File: src/rtl/score_keeper.sv
// Per-player point counter with rising-edge detection and match-winner detection.
// Drives the restart/winner feedback into control_game and two active-low 7-segment displays.
module score_keeper #(
   parameter int WIN_SCORE = 7,
   parameter int SCORE_W   = 4
) (
   input  logic               clk,
   input  logic               resetn,
   input  logic               clear,
   input  logic               p0_point,
   input  logic               p1_point,
   output logic [SCORE_W-1:0] p0_score,
   output logic [SCORE_W-1:0] p1_score,
   output logic               match_over,
   output logic               winner,
   output logic               win_pulse,
   output logic [6:0]         hex0,
   output logic [6:0]         hex2
);

   typedef enum logic {PLAY = 1'b0, OVER = 1'b1} state_t;

   localparam logic [SCORE_W-1:0] WIN_VAL = SCORE_W'(WIN_SCORE);

   state_t             state_q, state_d;
   logic [SCORE_W-1:0] p0_score_q, p0_score_d;
   logic [SCORE_W-1:0] p1_score_q, p1_score_d;
   logic               p0_prev_q, p0_prev_d;
   logic               p1_prev_q, p1_prev_d;
   logic               winner_q, winner_d;
   logic               win_pulse_q, win_pulse_d;

   logic               rise0, rise1;
   logic [SCORE_W-1:0] next_p0, next_p1;

   always_ff @(posedge clk or negedge resetn) begin
      if (!resetn) begin
         state_q     <= PLAY;
         p0_score_q  <= '0;
         p1_score_q  <= '0;
         p0_prev_q   <= 1'b0;
         p1_prev_q   <= 1'b0;
         winner_q    <= 1'b0;
         win_pulse_q <= 1'b0;
      end else begin
         state_q     <= state_d;
         p0_score_q  <= p0_score_d;
         p1_score_q  <= p1_score_d;
         p0_prev_q   <= p0_prev_d;
         p1_prev_q   <= p1_prev_d;
         winner_q    <= winner_d;
         win_pulse_q <= win_pulse_d;
      end
   end

   always_comb begin
      rise0       = p0_point & ~p0_prev_q;
      rise1       = p1_point & ~p1_prev_q;
      next_p0     = p0_score_q + SCORE_W'(rise0);
      next_p1     = p1_score_q + SCORE_W'(rise1);

      state_d     = state_q;
      p0_score_d  = p0_score_q;
      p1_score_d  = p1_score_q;
      p0_prev_d   = p0_point;
      p1_prev_d   = p1_point;
      winner_d    = winner_q;
      win_pulse_d = 1'b0;

      // Edge history keeps sampling through clear, so a held input is not recounted.
      if (clear) begin
         state_d    = PLAY;
         p0_score_d = '0;
         p1_score_d = '0;
         winner_d   = 1'b0;
      end else begin
         case (state_q)
            PLAY: begin
               p0_score_d = next_p0;
               p1_score_d = next_p1;
               if ((next_p0 == WIN_VAL) || (next_p1 == WIN_VAL)) begin
                  state_d     = OVER;
                  win_pulse_d = 1'b1;
                  winner_d    = (next_p0 == WIN_VAL);
               end
            end
            OVER: begin
               state_d = OVER;
            end
            default: begin
               state_d = PLAY;
            end
         endcase
      end
   end

   function automatic logic [6:0] seg7(input logic [3:0] v);
      logic [6:0] s;
      case (v)
         4'h0: s = 7'b1000000;
         4'h1: s = 7'b1111001;
         4'h2: s = 7'b0100100;
         4'h3: s = 7'b0110000;
         4'h4: s = 7'b0011001;
         4'h5: s = 7'b0010010;
         4'h6: s = 7'b0000010;
         4'h7: s = 7'b1111000;
         4'h8: s = 7'b0000000;
         4'h9: s = 7'b0010000;
         4'hA: s = 7'b0001000;
         4'hB: s = 7'b0000011;
         4'hC: s = 7'b1000110;
         4'hD: s = 7'b0100001;
         4'hE: s = 7'b0000110;
         default: s = 7'b0001110;
      endcase
      return s;
   endfunction

   assign p0_score   = p0_score_q;
   assign p1_score   = p1_score_q;
   assign match_over = (state_q == OVER);
   assign winner     = winner_q;
   assign win_pulse  = win_pulse_q;
   assign hex0       = seg7(4'(p0_score_q));
   assign hex2       = seg7(4'(p1_score_q));

endmodule

File: config.mk
export PLATFORM = sky130hd
export DESIGN_NAME = score_keeper
export DESIGN_NICKNAME = d
export VERILOG_FILES = /design/src/rtl/score_keeper.sv
export SDC_FILE = /design/constraint.sdc
export NUM_CORES = 1
export LEC_CHECK = 0
export BUFFER_PORTS_ARGS = -buffer_cell sky130_fd_sc_hd__buf_2
export CAP_MARGIN = 20
export CORE_AREA = 3 3 52 54
export DETAILED_ROUTE_END_ITERATION = 8
export DIE_AREA = 0 0 55 57
export GPL_ROUTABILITY_DRIVEN = 0
export MAX_ROUTING_LAYER = met4
export PLACE_DENSITY = 0.75
export REMOVE_ABC_BUFFERS = 1
export SYNTH_ARGS = -nofsm -noshare
export SYNTH_HDL_FRONTEND = slang
export SYNTH_SLANG_ARGS = --single-unit
export TNS_END_PERCENT = 5
File: constraint.sdc
create_clock -name clk -period 2.3 [get_ports clk]
set_clock_uncertainty 0.15 [all_clocks]
set_input_delay 0.115 -clock clk [delete_from_list [all_inputs] [get_ports clk]]
set_output_delay 0.115 -clock clk [all_outputs]
set_load 0.05 [all_outputs]
==> After elaboration in Yosys (flattened, before gate mapping) <==
Memories as Yosys holds them, arrays and structs flattened.
Index checks and enable logic that the tools add are counted.
{ "classes": {"add_sub_neg": 2, "eq_ne": 3, "n_mux": 12, "n_bitwise": 5, "n_reduce_logical": 3} }
{ "op_table": {"columns": ["cell", "n"], "rows": [
  ["4-bit two-way mux", 4],
  ["4-bit by 1-bit adder with 4-bit output", 2],
  ["4-bit by 3-bit equality test with 1-bit output (second input constant)", 2],
  ["1-bit two-way mux", 7],
  ["1-bit NOT", 3],
  ["1-bit bitwise AND", 2],
  ["2-bit inequality test (second input constant)", 1],
  ["1-bit one-hot mux with 2 select lines", 1],
  ["2-bit AND reduction", 1],
  ["2-bit nonzero test", 1],
  ["1-bit logical OR", 1]
]} }
{ "word_totals": {"regBits": 13, "mem_bits_ro": 224, "inputBits": 5, "out_inout_bits": 25, "wordCells": 34, "memories": 2} }
{ "mem_list": {"columns": ["name", "depth", "width", "read_ports", "rd_clocked_by_memory_dff", "write_ports", "line", "source"], "rows": [
  ["(name not given)", 16, 7, 1, 0, 0, "99", "case (v)"],
  ["(name not given)", 16, 7, 1, 0, 0, "99", null]
]} }

==> Depth between registers and ports, before layout <==
Gate-level depths: netlist (run 1).
{ "logic_depth": {"word_depth": 8, "depth_mapped": 7, "ltp_nobuf": 7} }

==> Least setup slack after synthesis (run 1) <==
No wires, ideal clock.
{ "synth_timing": {"kind": "register -> output", "startpoint": "register p1_score_q[0], in the netlist p1_score[0]", "endpoint": "output port hex2[1]", "arrival_time_ps": 2396, "t_required_ps": 2035, "slack_ps": -361, "path_stages_with_launch": 5, "path_buffers": 0, "cell_sequence": "dfrtp_1 -> inv_1 -> ha_1 -> mux2i_1 -> o21ai_0"} }
{ "synth_between": {"elab_chain_cells": 1} }
{ "synth_lines": {"columns": ["element", "line", "source"], "rows": [
  ["start, declared", "27", "logic [SCORE_W-1:0] p1_score_q, p1_score_d;"],
  ["start signal, assigned", "48", "p1_score_q <= p1_score_d;"],
  ["memory read 16 x 7 bit", null, null],
  ["end, declared", "18", "output logic [6:0] hex2"]
]} }
Every way passes these cells.

==> Worst setup path in the final report (run 1) <==
{ "layout_timing": {"startpoint": "register p1_score_q[0], in the netlist p1_score[0]", "endpoint": "output port hex2[3]"} }
Same word-level chain as after synthesis.

==> flow_metrics.tcl, run 1 <==
set metrics [dict create \
    finalSetupViolations 0 \
    leakagePower_nw 0.6663 \
    num_antenna_cells 0 \
    grt_pass1_vias 967 \
    total_power_uw 576.7 \
    path_clk_slew_ns 0.09 \
    endpoint_kind "output port" \
    cts_setup_buffers 0 \
    critPathLaunchType "flop" \
    synth.distinct_cells 35 \
    die_area_mm2 0.003135 \
    r2r_start "p0_score[0]" \
    crit_family "flip-flops" \
    via_count 987 \
    fin_cells 179 \
    setup_tns_ns 0 \
    track_usage_pct 17.48 \
    synth_edf_count 0 \
    power_density_mw_per_mm2 420.6 \
    yosys.area.top_type "dfrtp_1" \
    layout-drive-gt1-share_pct 28.48 \
    crit_slowest_cell "dfrtp_1" \
    holdWs_ns 0.08752 \
    netlist_area_mm2 0.001162 \
    clk_path_buf_depth 2 \
    cts_tree "yes" \
    cts_buffers 3 \
    synth_top_area_share_pct 27.99 \
    timing_hold_violations_final 0 \
    post-route-util_pct 60.82 \
    finalCritPeriodShare_pct 95.65 \
    drc 0 \
    drtAntennaViolNets 0 \
    reg2reg_depth 6 \
    ys_seq_area_share_pct 27.99 \
    pin_count 30 \
    r2r_setup_slack_ns 0.38 \
    die_h_um 57 \
    max_freq_mhz 454.6 \
    report.final.slew_viol_count 0 \
    rsz0062_at_grt "no" \
    drv_cap 0 \
    core_mm2 0.002255 \
    vdd_drop_max_v 0.0003327 \
    nets 173 \
    slowest_delay_ns 0.48 \
    gr-total-overflow 0 \
    htreeDepth 1 \
    seqPwrFrac_pct 42.5 \
    hold_class "primary input to async pin" \
    final_cell_mix "28 x buf_2, 16 x ha_1, 12 x nor2_1" \
    area_growth_pct 17.98 \
    core.rowCount 17 \
    clk_latency_ns 0.28 \
    combinationalPowerShare_pct 32.0 \
    switching_share_pct 38.09 \
    clock-root-buffer "clkbuf_4" \
    worstMarginPinSlew_ns 0.5543 \
    port_buffers 29 \
    path_cells "inv_1, ha_1, inv_1, mux4_2, buf_2" \
    placedCellCount 171 \
    clkSinkCount 13 \
    path_common_cell "inv_1" \
    clockPowerShare_pct 25.6 \
    worst-path-max-fanout 8 \
    initial_core_util_pct 51.55 \
    ys.flop_type "dfrtp_1" \
    critPathArrivalTime_ns 1.93 \
    first_iter_violations 20 \
    r2r-end "winner" \
    cp.required_ns 2.04 \
    antenna_found_initial 0 \
    async_flop_share_pct 100.0 \
    relSlewSlack_pct 63.05 \
    via_per_inst 5.514 \
    wl_mm 2.437 \
    layout_commonest_cell "buf_2" \
    run_status "finished clean" \
    hpwl_mm 1.857 \
    worstSetupPathType "flop to output port" \
    die_width_um 55 \
    critPathBufInv 3 \
    ys_ff_latch 13 \
    internal_power_uw 357.1 \
    ys_warn_count 0 \
    p_switching_uw 219.7 \
    timing.final.crit_period_ns 2.200 \
    detail_route.wl_per_cell_um 13.61 \
    grt_max_degree 19 \
    grt_pass1_wl_mm 4.133 \
    first_pass_iters 4 \
    synth.avg_cell_area_um2 9.606 \
    synth_area_leaders "dfrtp_1 28%, ha_1 17%, mux2i_1 7.8%, nor2_1 3.9%, nor2b_1 3.8%" \
    syn_inst 121 \
]
==> final cells by class <==
type,instances,area [um^2]
inverter,9,33.78
clock buffer,4,26.28
timing repair buffer,34,195.2
fill,211,883.3
multi-input combinational,91,753.2
tap,28,35.03
sequential,13,327.8
==> synthesized netlist by cell type, types with 2 or more instances <==
library cell and count:
nor2_1 12, o22ai_1 2, a31o_2 2, dfrtp_1 13
a22o_1 3, or3_1 2, a21oi_1 4, mux2_2 2
xor2_1 3, nand3_1 2, buf_2 4, xnor2_1 3
nor2b_1 7, nand2_1 3, nand4_1 2, o31ai_1 2
ha_1 16, buf_4 2, inv_1 9, mux2i_1 9
o21ai_0 5
==> worst reg2reg max path, delay by kind of cell (launching register included) <==
kind                       cells  cell delay, ns
adders and majority gates      2            0.47
xor gates and xnor gates       1            0.13
DFF                            1            0.47
AOI/OAI and AO/OA              3            0.59
==> sequential cells by signal, indices dropped and copies added, names as in the netlist <==
signal,cells
p1_prev_q,1
p1_score,4
p0_prev_q,1
p0_score,4
win_pulse,1
winner,1
match_over,1
==> kinds of logic (layout without fill, tap and decap cells) <==
| family | count (synthesis) | in the layout | share of synthesized area [%] |
|---|---|---|---|
| AOI/OAI and AO/OA | 23 | 23 | 14.75 |
| xor gates and xnor gates | 6 | 6 | 4.522 |
| muxes | 13 | 13 | 13.89 |
| DFF | 13 | 13 | 27.99 |
| and+or+nand+nor | 33 | 33 | 14.42 |
| buffers and inverters | 17 | 47 | 7.211 |
| adders and majority gates | 16 | 16 | 17.22 |
==> routing by layer <==
metal	track usage [%]	vias to the layer above	routed length (um)
met2	29.22	23	1238
met5	-	-	0
met1	22.37	478	1072
met4	4.167	0	17
li1	-	482	-
met3	1.567	4	108
==> power groups by stage <==
stage / registers, mW / logic [mW] / clock network (mW)
4_1_cts: 0.245 / 0.185 / 0.150
5_1_grt: 0.246 / 0.199 / 0.158
2_1_floorplan: 0.265 / 0.117 / 0
3_5_place_dp: 0.249 / 0.179 / 0
6_report: 0.245 / 0.184 / 0.148
3_3_place_gp: 0.248 / 0.174 / 0
==> metrics by stage <==
step / cell area, um^2 / setup WS (ns)
floorplan: 1112 / -0.3860
global placement: 1300 / 0.4070
detailed placement: 1300 / 0.3331
CTS: 1366 / 0.02101
global route: 1371 / 0.006214
finish: 1371 / 0.1001
==> what timing repair did <==
item,in CTS,in global routing
endpoints found under the setup margin,0,3
hold buffers,4,0
resized for setup,0,3
hold endpoints to repair,23,0
==> worst max path at each step <==
stage              end  slack, ns        start  cells after the start
5_1_grt        hex2[3]      0.006  p1_score[0]                      5
3_3_place_gp   hex0[3]       0.41  p0_score[0]                      5
3_5_place_dp   hex0[3]       0.33  p0_score[0]                      5
6_report       hex2[3]       0.10  p1_score[0]                      5
2_1_floorplan  hex2[1]      -0.39  p1_score[0]                      4
4_1_cts        hex0[3]       0.02  p0_score[0]                      5
Note: power is estimated with default switching activity, not from simulation.
==> inputs of run 2 (changes only) <==
--- a/config.mk
+++ b/config.mk
@@ -10,2 +10,3 @@
 export CORE_AREA = 3 3 52 54
+export CTS_CLUSTER_SIZE = 16
 export DETAILED_ROUTE_END_ITERATION = 8
--- a/constraint.sdc
+++ b/constraint.sdc
@@ -4,2 +4,2 @@
 set_output_delay 0.115 -clock clk [all_outputs]
-set_load 0.05 [all_outputs]
+set_load 0.1 [all_outputs]
==> run 2 against run 1 <==
Net effect:
- highest routed layer unchanged
- fmax down 0.20%
- non-clock buffer count unchanged
- critical endpoint unchanged
- core utilization rose by 1.1 points
- combinational power rose by 47%
==> flow_metrics.tcl, run 2 (synthesis gave the netlist of run 1 again) <==
set metrics [dict create \
    run_status "finished clean" \
    cp.required_ns 2.04 \
    clk_path_buf_depth 2 \
    r2r_setup_slack_ns 0.31 \
    finalSetupViolations 0 \
    first_pass_iters 4 \
    cts_buffers 3 \
    layout-drive-gt1-share_pct 30.46 \
    port_buffers 29 \
    first_iter_violations 20 \
    critPathBufInv 3 \
    critPathLaunchType "flop" \
    hpwl_mm 1.713 \
    drtAntennaViolNets 0 \
    grt_max_degree 19 \
    cts_tree "yes" \
    via_per_inst 5.235 \
    r2r-end "winner" \
    die_area_mm2 0.003135 \
    antenna_found_initial 0 \
    clockPowerShare_pct 21.2 \
    track_usage_pct 17.01 \
    pin_count 30 \
    path_cells "inv_1, ha_1, inv_1, mux4_2, buf_2" \
    worstMarginPinSlew_ns 0.5769 \
    wl_mm 2.311 \
    area_growth_pct 20.02 \
    core.rowCount 17 \
    dp_slack_ns 0.2739 \
    internal_power_uw 363.7 \
    timing.final.crit_period_ns 2.204 \
    rsz0062_at_grt "no" \
    relSlewSlack_pct 61.54 \
    reg2reg_depth 6 \
    layout_commonest_cell "buf_2" \
    layout_setup_ws_ns 0.09572 \
    gr-total-overflow 0 \
    combinationalPowerShare_pct 41.3 \
    initial_core_util_pct 51.55 \
    via_count 937 \
    die_h_um 57 \
    slowest_delay_ns 0.44 \
    leakagePower_nw 0.6668 \
    clk_latency_ns 0.28 \
    clock-root-buffer "clkbuf_4" \
    switching_share_pct 44.62 \
    num_antenna_cells 0 \
    hold_class "primary input to async pin" \
    max_freq_mhz 453.7 \
    crit_slowest_cell "mux4_2" \
    worst-path-max-fanout 8 \
    drc 0 \
    critPathArrivalTime_ns 1.94 \
    grt_pass1_wl_mm 3.960 \
    detail_route.wl_per_cell_um 12.91 \
    drv_cap 0 \
    path_common_cell "inv_1" \
    worstSetupPathType "flop to output port" \
    grt_pass1_vias 896 \
    timing_hold_violations_final 0 \
    finalCritPeriodShare_pct 95.84 \
    nets 173 \
    vdd_drop_max_v 0.0004414 \
    htreeDepth 1 \
    endpoint_kind "output port" \
    path_clk_slew_ns 0.08 \
    final_cell_mix "27 x buf_2, 15 x ha_1, 12 x nor2_1" \
    p_switching_uw 293.1 \
    power_density_mw_per_mm2 470.8 \
    crit_family "buffers and inverters" \
    clkSinkCount 13 \
    report.final.slew_viol_count 0 \
    r2r_start "p0_score[0]" \
    seqPwrFrac_pct 37.5 \
    core_mm2 0.002255 \
    die_width_um 55 \
    setup_tns_ns 0 \
]
## run 2: changes by cell type in the layout (fill, tap and decap cells not counted), sizes merged
cell and delta:
buf +1, clkbuf -1
## run 2: power by group through the flow
stage / clock network, mW / registers, mW / logic [mW]
global route: 0.153 / 0.248 / 0.286
global placement: 0 / 0.249 / 0.260
finish: 0.139 / 0.246 / 0.271
CTS: 0.142 / 0.246 / 0.269
detailed placement: 0 / 0.250 / 0.264
floorplan: 0 / 0.282 / 0.181
## run 2: worst max path at each step
stage                            from      end  slack (ns)  depth (start not counted)
final                     p1_score[0]  hex2[3]         0.1                          5
after global placement    p0_score[0]  hex0[3]        0.34                          5
after global routing      p0_score[1]  hex0[0]        0.01                          6
after detailed placement  p0_score[0]  hex0[3]        0.27                          5
after CTS                 p1_score[0]  hex2[3]       0.005                          5
after floorplan           p1_score[0]  hex2[1]       -1.78                          4
## run 2: layout make-up
class	count	area, um^2
Fill cell	197	859.6
Multi-Input combinational cell	91	755.7
Sequential cell	13	330.3
Timing Repair Buffer	34	214.0
Tap cell	28	35.03
Inverter	9	33.78
Clock buffer	4	26.28
## run 2: timing repair
item	in CTS	in global routing
buffers inserted	0	0
hold buffers	4	0
hold endpoints to repair	21	0
gates resized for setup	2	6
setup endpoints to repair	2	5
## run 2: stage by stage
step	total power, mW	cells	instance area, um^2	hold slack, ns	util [%]
floorplan	0.4623	113	1112	-0.3306	-
global placement	0.5093	171	1315	-0.1394	58.32
detailed placement	0.5141	171	1315	-0.1364	58.32
CTS	0.6572	179	1384	0.09584	61.38
global route	0.6869	179	1395	0.1196	61.88
finish	0.6568	179	1395	0.09684	61.88
## run 2: metal layers
layer | routed length (um) | global-route usage (%) | vias up | part of all wire, %
met1 | 1093 | 21.96 | 417 | 47
met2 | 1082 | 27.70 | 26 | 47
met4 | 25 | 4.167 | 0 | 1.1
met5 | 0 | - | - | 0
li1 | - | - | 486 | -
met3 | 109 | 2.350 | 8 | 4.7
==> inputs of run 3 (changes only) <==
- CORE_AREA: 3 3 52 54 -> 8 8 57 59
- DIE_AREA: 0 0 55 57 -> 0 0 65 67
==> run 3 against run 2 <==
Net effect:
- design area increased by 0.72%
- global-route usage shrank 5.0 points
- cell count rose by 1.7%
- core utilization shrank 2.5 points
- die area rose by 39%
- combinational power about the same
- sequential share of layout area shrank 0.26 points
- count of clock-buffer cells in the layout unchanged
==> flow_metrics.tcl, run 3 (synthesis gave the netlist of run 1 again) <==
set metrics [dict create \
    run_status "finished clean" \
    fin_area_mm2 0.001405 \
    dp_slack_ns 0.2794 \
    layout_commonest_cell "buf_2" \
    critPathLaunchType "flop" \
    num_antenna_cells 0 \
    layout-drive-gt1-share_pct 30.26 \
    crit_slowest_cell "mux4_1" \
    holdWs_ns 0.09297 \
    path_clk_slew_ns 0.08 \
    initial_core_util_pct 49.15 \
    critPathBufInv 3 \
    die_h_um 67 \
    worstSetupPathType "flop to output port" \
    drtAntennaViolNets 0 \
    drv_cap 0 \
    relSlewSlack_pct 63.73 \
    path_common_cell "inv_1" \
    layout_setup_ws_ns 0.04741 \
    wl_mm 2.499 \
    r2r-end "winner" \
    report.final.slew_viol_count 0 \
    slowest_delay_ns 0.47 \
    finalCritPeriodShare_pct 97.94 \
    path_cells "inv_1, ha_1, inv_1, mux4_1, buf_2" \
    regArea_um2 329.1 \
    crit_family "buffers and inverters" \
    power_density_mw_per_mm2 468.3 \
    port_buffers 29 \
    met3_usage_pct 2.517 \
    nets 174 \
    final_cell_mix "25 x buf_2, 15 x ha_1, 12 x nor2_1" \
    multi_input_area_um2 755.7 \
    r2r_setup_slack_ns 0.33 \
    hold_class "primary input to async pin" \
    grt_pass1_wl_mm 4.174 \
    vdd_drop_max_v 0.0003571 \
    clk_latency_ns 0.27 \
    r2r_start "p0_score[0]" \
    worst-path-max-fanout 6 \
    cts_tree "yes" \
    combinationalPowerShare_pct 41.3 \
    seqPwrFrac_pct 37.4 \
    total_power_uw 658.0 \
    grt_max_degree 19 \
    gr-total-overflow 0 \
    track_usage_pct 12.03 \
    pin_count 30 \
    die_area_mm2 0.004355 \
    leakagePower_nw 0.6721 \
    timing_hold_violations_final 0 \
    first_iter_violations 38 \
    timing.final.crit_period_ns 2.253 \
    cts_buffers 3 \
    antenna_found_initial 0 \
    worstMarginPinSlew_ns 0.5440 \
    critPathArrivalTime_ns 1.99 \
    via_count 986 \
    endpoint_kind "output port" \
    detail_route.wl_per_cell_um 13.73 \
    clk_path_buf_depth 2 \
    hpwl_mm 1.966 \
    fill_cells 213 \
    core_mm2 0.002365 \
    die_width_um 65 \
    grtUsageMet2_pct 21.61 \
    grt_pass1_vias 969 \
    internal_power_uw 363.3 \
    clkSinkCount 13 \
    cp.required_ns 2.04 \
    clock-root-buffer "clkbuf_4" \
    first_pass_iters 4 \
    drc 0 \
    area_growth_pct 20.88 \
    clockPowerShare_pct 21.2 \
    htreeDepth 1 \
    core.rowCount 18 \
    max_freq_mhz 443.9 \
    via_per_inst 5.418 \
    place_area_mm2 0.001325 \
    grt_util_met1_pct 12.29 \
    reg2reg_depth 6 \
    rsz0062_at_grt "yes" \
    finalSetupViolations 0 \
    p_switching_uw 294.8 \
    switching_share_pct 44.79 \
    top_usage_layer "met2" \
]
[run 3: per-layer routing]
metal / share of wire, % / vias up / wire (um)
met3: 5.5 / 4 / 137
met1: 44 / 469 / 1109
li1: - / 487 / -
met2: 48 / 26 / 1209
met5: 0 / - / 0
met4: 1.7 / 0 / 42
[run 3: worst max path at each step]
stage / startpoint / to / slack (ns) / cells after the start
after global routing: p0_score[1] / hex0[3] / -0.03 / 5
after CTS: p1_score[1] / hex2[2] / 0.02 / 5
after global placement: p0_score[0] / hex0[3] / 0.34 / 5
final: p0_score[1] / hex0[3] / 0.05 / 5
after detailed placement: p1_score[0] / hex2[3] / 0.28 / 5
after floorplan: p1_score[0] / hex2[1] / -1.78 / 4
[run 3: area by class of cell]
class                           instances  share of cell area [%]
Multi-Input combinational cell         91                   53.78
Timing Repair Buffer                   35                   15.85
Inverter                                9                   2.404
Sequential cell                        13                   23.42
Tap cell                               30                   2.671
Clock buffer                            4                   1.870
[run 3: power by group through the flow]
stage / Combinational (mW) / Sequential [mW] / Clock (mW)
6_report: 0.272 / 0.246 / 0.140
5_1_grt: 0.288 / 0.248 / 0.159
4_1_cts: 0.272 / 0.246 / 0.147
3_5_place_dp: 0.266 / 0.250 / 0
3_3_place_gp: 0.261 / 0.249 / 0
2_1_floorplan: 0.181 / 0.282 / 0
[run 3: metrics by stage]
stage	TNS, ns	instances	util (%)
finish	0	182	59.42
global route	-0.05581	182	59.42
CTS	0	182	58.99
detailed placement	0	174	56.03
global placement	0	174	56.03
floorplan	-14.66	113	-
[run 3: repair_timing]
action,in CTS,in global routing
endpoints found under the hold margin,21,0
pin swaps,0,0
gates cloned,0,0
resized for setup,2,5
setup endpoints to repair,2,7
buffers inserted,0,0
hold buffers,4,0
